$ cat src/rtl/pc_gen_hs.sv
// Fetch-stage program-counter generator: issues PCs over a valid/ready handshake,
// buffers redirects that arrive while a request is stalled, and follows pipeline flow control.
module pc_gen_hs #(
    parameter int unsigned          PC_WIDTH     = 32,
    parameter logic [PC_WIDTH-1:0]  RESET_VECTOR = '0,
    parameter int unsigned          STEP         = 4,
    parameter int unsigned          ALIGN_BITS   = 2
) (
    input  logic                clk,
    input  logic                rst,
    input  logic                jtag_reset_flag_i,
    input  logic [1:0]          flow_pc_i,
    input  logic                redirect_valid_i,
    input  logic [PC_WIDTH-1:0] redirect_pc_i,
    output logic                fetch_valid_o,
    input  logic                fetch_ready_i,
    output logic [PC_WIDTH-1:0] fetch_pc_o,
    output logic                redirect_pend_o,
    output logic                misalign_o
);

    typedef enum logic [1:0] {
        BOOT,
        RUN,
        HALT
    } state_e;

    // A mask of zero (ALIGN_BITS=0) disables the alignment check without a zero-width slice.
    localparam logic [PC_WIDTH-1:0] ALIGN_MASK =
        (PC_WIDTH'(1) << ALIGN_BITS) - PC_WIDTH'(1);
    localparam logic [PC_WIDTH-1:0] STEP_W = PC_WIDTH'(STEP);

    state_e              state_q, state_d;
    logic                valid_q, valid_d;
    logic [PC_WIDTH-1:0] pc_q, pc_d;
    logic [PC_WIDTH-1:0] pend_pc_q, pend_pc_d;
    logic                pend_q, pend_d;
    logic                misalign_q, misalign_d;

    logic flush, flow_work, acc, can_move, misaligned, redirect_ok;

    assign flush       = jtag_reset_flag_i | (flow_pc_i == 2'b10);
    assign flow_work   = (flow_pc_i == 2'b00);
    assign acc         = valid_q & fetch_ready_i;
    assign can_move    = acc | ~valid_q;
    assign misaligned  = redirect_valid_i & ((redirect_pc_i & ALIGN_MASK) != '0);
    assign redirect_ok = redirect_valid_i & ~misaligned;

    always_comb begin
        state_d    = state_q;
        pc_d       = pc_q;
        pend_d     = pend_q;
        pend_pc_d  = pend_pc_q;
        misalign_d = 1'b0;
        valid_d    = 1'b0;

        if (flush) begin
            pc_d    = RESET_VECTOR;
            pend_d  = 1'b0;
            state_d = BOOT;
        end else begin
            misalign_d = misaligned;

            // The PC may only move while no request is outstanding or on the accepting edge.
            if (redirect_ok) begin
                if (can_move) begin
                    pc_d   = redirect_pc_i;
                    pend_d = 1'b0;
                end else begin
                    pend_pc_d = redirect_pc_i;
                    pend_d    = 1'b1;
                end
            end else if (pend_q && can_move) begin
                pc_d   = pend_pc_q;
                pend_d = 1'b0;
            end else if (acc) begin
                pc_d = pc_q + STEP_W;
            end

            case (state_q)
                BOOT:    state_d = flow_work ? RUN : HALT;
                RUN:     if (!flow_work && can_move) state_d = HALT;
                HALT:    if (flow_work) state_d = RUN;
                default: state_d = BOOT;
            endcase
        end

        valid_d = (state_d == RUN);
    end

    always_ff @(posedge clk or posedge rst) begin
        if (rst) begin
            state_q    <= BOOT;
            valid_q    <= 1'b0;
            pc_q       <= RESET_VECTOR;
            pend_pc_q  <= '0;
            pend_q     <= 1'b0;
            misalign_q <= 1'b0;
        end else begin
            state_q    <= state_d;
            valid_q    <= valid_d;
            pc_q       <= pc_d;
            pend_pc_q  <= pend_pc_d;
            pend_q     <= pend_d;
            misalign_q <= misalign_d;
        end
    end

    assign fetch_valid_o   = valid_q;
    assign fetch_pc_o      = pc_q;
    assign redirect_pend_o = pend_q;
    assign misalign_o      = misalign_q;

endmodule

$ cat config.mk
export PLATFORM = sky130hd
export DESIGN_NAME = pc_gen_hs
export DESIGN_NICKNAME = d
export VERILOG_FILES = /design/src/rtl/pc_gen_hs.sv
export SDC_FILE = /design/constraint.sdc
export NUM_CORES = 1
export LEC_CHECK = 0
export CAP_MARGIN = 20
export CORE_UTILIZATION = 52
export CTS_CLUSTER_DIAMETER = 200
export CTS_CLUSTER_SIZE = 14
export DETAILED_ROUTE_END_ITERATION = 10
export PLACE_DENSITY_LB_ADDON = 0.25
export RECOVER_POWER = 50
export SYNTH_ARGS = -nofsm -noshare
export SYNTH_HDL_FRONTEND = slang
export SYNTH_SLANG_ARGS = --single-unit
$ cat constraint.sdc
create_clock -name clk -period 2.6 [get_ports clk]
set_input_delay 0.39 -clock clk [delete_from_list [all_inputs] [get_ports clk]]
set_output_delay 0.39 -clock clk [all_outputs]
set_load 0.02 [all_outputs]
# After elaboration in Yosys (flattened, before gate mapping)
# Cells that the tools add are included.
[totals] elab_cells=46 ff_bits=69 out_inout_bits=35
[classes] reduce_logical=10 mux=15 n_eq_ne=5 n_bitwise=9 n_addsub=1
[op_table] operator="$mux W32" n=5
[op_table] operator="$add A32 B3 Y32 const B" n=1
[op_table] operator="$reduce_bool A32 Y1" n=1
[op_table] operator="$mux W2" n=4
[op_table] operator="$pmux W2 S3" n=1
[op_table] operator="$mux W1" n=5
[op_table] operator="$eq A2 B1 Y1 const B" n=2
[op_table] operator="$eq A2 B2 Y1 const B" n=2
[op_table] operator="$logic_not A2 Y1" n=2
[op_table] operator="$not A1 Y1" n=4
[op_table] operator="$reduce_bool A4 Y1" n=1
[op_table] operator="$and A1 B1 Y1" n=3
[op_table] operator="$ne A3 B3 Y1 const B" n=1
[op_table] operator="$reduce_and A3 Y1" n=1
[op_table] operator="$reduce_bool A3 Y1" n=1
[op_table] operator="$logic_and A1 B1 Y1" n=2
[op_table] operator="$or A1 B1 Y1" n=2
[op_table] operator="$reduce_and A2 Y1" n=1
[op_table] operator="$logic_not A1 Y1" n=1

# Logic depth before layout (Yosys ltp)
[logic_depth] word_depth=7 mapped_depth=7 depth_no_buf=6

# Worst setup path before layout
# OpenSTA, ideal clock, no wires.
[synth_timing] path_kind="reg2reg" from="register pc_q[2], in the netlist fetch_pc_o[2]" to="register pc_q[30], in the netlist fetch_pc_o[30]" t_required_ns=2.477 path_buffers=1 arrival_ns=2.119 period_less_slack_ns=2.242 path_stages_with_launch=8 path_slack_ns=0.358 setup_ns=0.123 cell_sequence="dfrtp_1 ha_1 nand3_4 or4_1 buf_2 nor4_2 o21ai_1 o221a_1"
[synth_via] elab_chain_cells=5
[synth_lines] element="start, declared" line="35" text="logic [PC_WIDTH-1:0] pc_q, pc_d;"
[synth_lines] element="start signal, assigned" line="102" text="pc_q <= pc_d;"
[synth_lines] element="$add A32 B3 Y32" line="77" text="pc_d = pc_q + STEP_W;"
[synth_lines] element="$mux W32" line="76" text="end else if (acc) begin"
[synth_lines] element="$mux W32" line="73" text="end else if (pend_q && can_move) begin"
[synth_lines] element="$mux W32" line="65" text="if (redirect_ok) begin"
[synth_lines] element="$mux W32" line="57" text="if (flush) begin"
# Every way passes these cells. The select of a mux whose other input is x is not followed.
# A chain may end at the register's enable or synchronous reset.

# Final worst setup path
[layout_timing] from="input port redirect_pc_i[0]" to="register pend_pc_q[20]"
[layout_via] elab_chain_cells=5
[layout_lines] element="start, declared" line="14" text="input logic [PC_WIDTH-1:0] redirect_pc_i,"
[layout_lines] element="$reduce_bool A32 Y1" line="46" text="assign misaligned = redirect_valid_i & ((redirect_pc_i & ALIGN_MASK) != '0);"
[layout_lines] element="$and A1 B1 Y1" line="46"
[layout_lines] element="$not A1 Y1" line="47" text="assign redirect_ok = redirect_valid_i & ~misaligned;"
[layout_lines] element="$and A1 B1 Y1" line="47"
[layout_lines] element="$reduce_and A3 Y1 (no source line)"
[layout_lines] element="end signal, assigned" line="103" text="pend_pc_q <= pend_pc_d;"
[layout_lines] element="end, declared" line="36" text="logic [PC_WIDTH-1:0] pend_pc_q, pend_pc_d;"
# Every way passes these cells.

==> results_dict.tcl <==
set metrics [dict create \
    cp_max_fo 10 \
    reg2reg_slack_ns 0.23 \
    ios 74 \
    cts_max_path_buffers 2 \
    peakVddDrop_v 0.000284 \
    grt_pass1_wl_um 17900 \
    reg2reg_depth 6 \
    num_vias 3683 \
    die_h_um 88.1 \
    synth_fp_nets 436 \
    grt_pass1_vias 3607 \
    n_antenna_cell 0 \
    violations "capacitance limit, slew limit" \
    yosys-top-cells-count "69 x dfrtp_1, 43 x a21oi_1, 31 x mux2_2" \
    fmax_mhz 408 \
    internal_power_mw 1.62 \
    slew_viol_final 70 \
    synth.most_common_cell "dfrtp_1" \
    synthDistinctLibCells 60 \
    routed_wl_um 11100 \
    nets 523 \
    overflow 0 \
    holdBufCountCts 0 \
    critPathLaunch "redirect_pc_i[0]" \
    dieArea_um2 7760 \
    synthCells 396 \
    pwr-share-clk_pct 36.1 \
    clk_latency_ns 0.35 \
    post_drt_wl_per_cell_um 19.0 \
    required_ns 2.84 \
    r2r-start "fetch_pc_o[3]$_DFFE_PP0P_" \
    slew-limit-headroom_pct -16.5 \
    crit_type "input pin to register" \
    hold_viol_final 0 \
    grt_usage_pct 30.6 \
    synth_edf_count 0 \
    synth_top_area_cell "dfrtp_1" \
    cts.sinks 69 \
    std_cell_rows 31 \
    ys.flop_type "dfrtp_1" \
    io_buffers 73 \
    postPlaceCellArea_um2 4880 \
    worstMarginPinSlew_ns 1.75 \
    post-dp-hpwl_um 7740 \
    antenna_found_initial 0 \
    multiInputGateArea_um2 2000 \
    syn_area_per_cell_um2 9.73 \
    cp.arrival_ns 2.69 \
    cts.repair.resized 0 \
    whs_ns 0.496 \
    area_delta_synth_final_pct 30.0 \
    cts_tree "done" \
    yosys_warnings 0 \
    start_util_pct 53.4 \
    grt_max_degree 70 \
    netlist_area_um2 3850 \
    synth.top_cell.area_share_pct 44.8 \
    antenna_left 0 \
    synth_seq_cells 69 \
    period_share_pct 94.4 \
    drt-initial-drc-count 189 \
    cts-buffers-inserted 9 \
    dr.pass1.iters 5 \
    seq_power_share_pct 51.1 \
    synth.area.top_cells "dfrtp_1 45%, mux2_2 9.1%, a21oi_1 5.6%" \
    post-route-drc-count 0 \
    rsz0062_at_grt "no" \
    regArea_um2 1730 \
    fill_cells 619 \
    clk_pin_slew_ns 0.07 \
    critical_path.endpoint "pend_pc_q[20]$_DFFE_PP0P_" \
    synth-seq-area-share_pct 44.8 \
    start_kind "input pin" \
    clockRootBuffer "clkbuf_8" \
    endpoint_kind "register" \
    gp_congestion 0.951 \
    finalSetupViolations 0 \
    final_cell_area_um2 5010 \
    power_mw 2.20 \
    drive_gt1_share_pct 18.1 \
    fin_skew_ns 0.00604 \
    power_switching_uw 580 \
    core-area_um2 7210 \
    pwr_density_cell_nw_per_um2 439 \
    fin_crit_ns 2.45 \
    status "finished, violations left" \
    ys_async_sr_fraction_pct 100 \
    htreeDepth 3 \
    power_leakage_nw 2.14 \
    viasPerCell 6.30 \
    cap_viol_max_count 1 \
    post_cts_buffers 0 \
    switching_share_pct 26.4 \
    die_width_um 88.1 \
    combPwrFrac_pct 12.8 \
    hold_class "register to register" \
    tns_ns 0 \
    r2r_end "fetch_pc_o[30]$_DFFE_PP0P_" \
]
[how the worst min path moves through the flow]
stage / from / cells past startpoint / to
after CTS: rst / 3 / misalign_o$_DFF_PP0_
after detailed placement: state_q[1]$_DFF_PP0_ / 1 / state_q[0]$_DFF_PP0_
after global placement: state_q[1]$_DFF_PP0_ / 1 / state_q[0]$_DFF_PP0_
after global routing: pend_pc_q[16]$_DFFE_PP0P_ / 1 / pend_pc_q[16]$_DFFE_PP0P_
after floorplan: jtag_reset_flag_i / 1 / state_q[1]$_DFF_PP0_
final: state_q[1]$_DFF_PP0_ / 1 / state_q[0]$_DFF_PP0_
[placed cells by master (no fill, tap or decap), types with 4 or more instances in the layout]
cell type / count
nor4_2: 4
clkdlybuf4s50_1: 61
a211o_1: 4
nand3_1: 15
nand2_1: 21
nand4_1: 8
a211oi_1: 4
and4_1: 4
o22ai_1: 7
xnor2_1: 8
a21oi_1: 43
mux2_2: 31
and3_1: 11
o31ai_1: 6
nor3_1: 8
o211ai_1: 6
buf_4: 25
inv_1: 6
dlygate4sd3_1: 12
dfrtp_1: 69
clkbuf_8: 11
o21ai_0: 23
nor2_1: 28
[power groups by stage]
stage	combinational, mW	clock, mW	sequential, mW
final	0.281	0.794	1.12
after global routing	0.303	0.831	1.13
after CTS	0.286	0.792	1.12
after detailed placement	0.285	0	1.14
after global placement	0.279	0	1.14
after floorplan	0.118	0	1.15
[per-layer routing]
layer  share of wire (%)  wire length [um]  vias up  GRT usage (%)
met4                 2.2               242        0           14.2
met1                  42              4670     1785           40.3
met2                  48              5350      192           48.3
li1                    -                 -     1676              -
met5                   0                 0        -              0
met3                 7.7               854       30           6.79
[worst max-delay path: stages]
cell and delay (ns):
clkdlybuf4s50_1 0.45, or3b_1 0.51, nor3_1 0.40, clkbuf_1 0.53
mux2_2 0.41
[final cells by class]
| type | count | area share [%] |
|---|---|---|
| clock buffers | 12 | 3.10 |
| clock inverters | 2 | 0.200 |
| inverters | 7 | 0.524 |
| multi-input cells | 293 | 39.9 |
| flip-flops and latches | 69 | 34.5 |
| well taps | 99 | 2.47 |
| repair buffers | 103 | 19.4 |
[per-stage QoR]
step / setup slack [ns] / std cells / util (%)
floorplan: 0.358 / 396 / -
global placement: 0.190 / 571 / 67.6
detailed placement: 0.127 / 571 / 67.6
CTS: 0.248 / 585 / 69.9
global route: 0.0662 / 585 / 69.5
finish: 0.146 / 585 / 69.5
[cells by family (layout without fill, tap and decap cells)]
| family | Yosys count | after routing | share of synthesized area, % |
|---|---|---|---|
| AOI/OAI and AO/OA | 132 | 132 | 22.3 |
| and+or+nand+nor | 120 | 120 | 17.9 |
| DFF | 69 | 69 | 44.8 |
| buffers and inverters | 34 | 124 | 3.57 |
| muxes | 31 | 31 | 9.06 |
| xor gates and xnor gates | 9 | 9 | 2.05 |
| adders and majority gates | 1 | 1 | 0.325 |
[state kept, by name, indices dropped and copies added (netlist names)]
register,count
fetch_pc_o,32
misalign_o,1
redirect_pend_o,1
pend_pc_q,32
fetch_valid_o,1
state_q,2
Power figures use the tool's default switching activity.
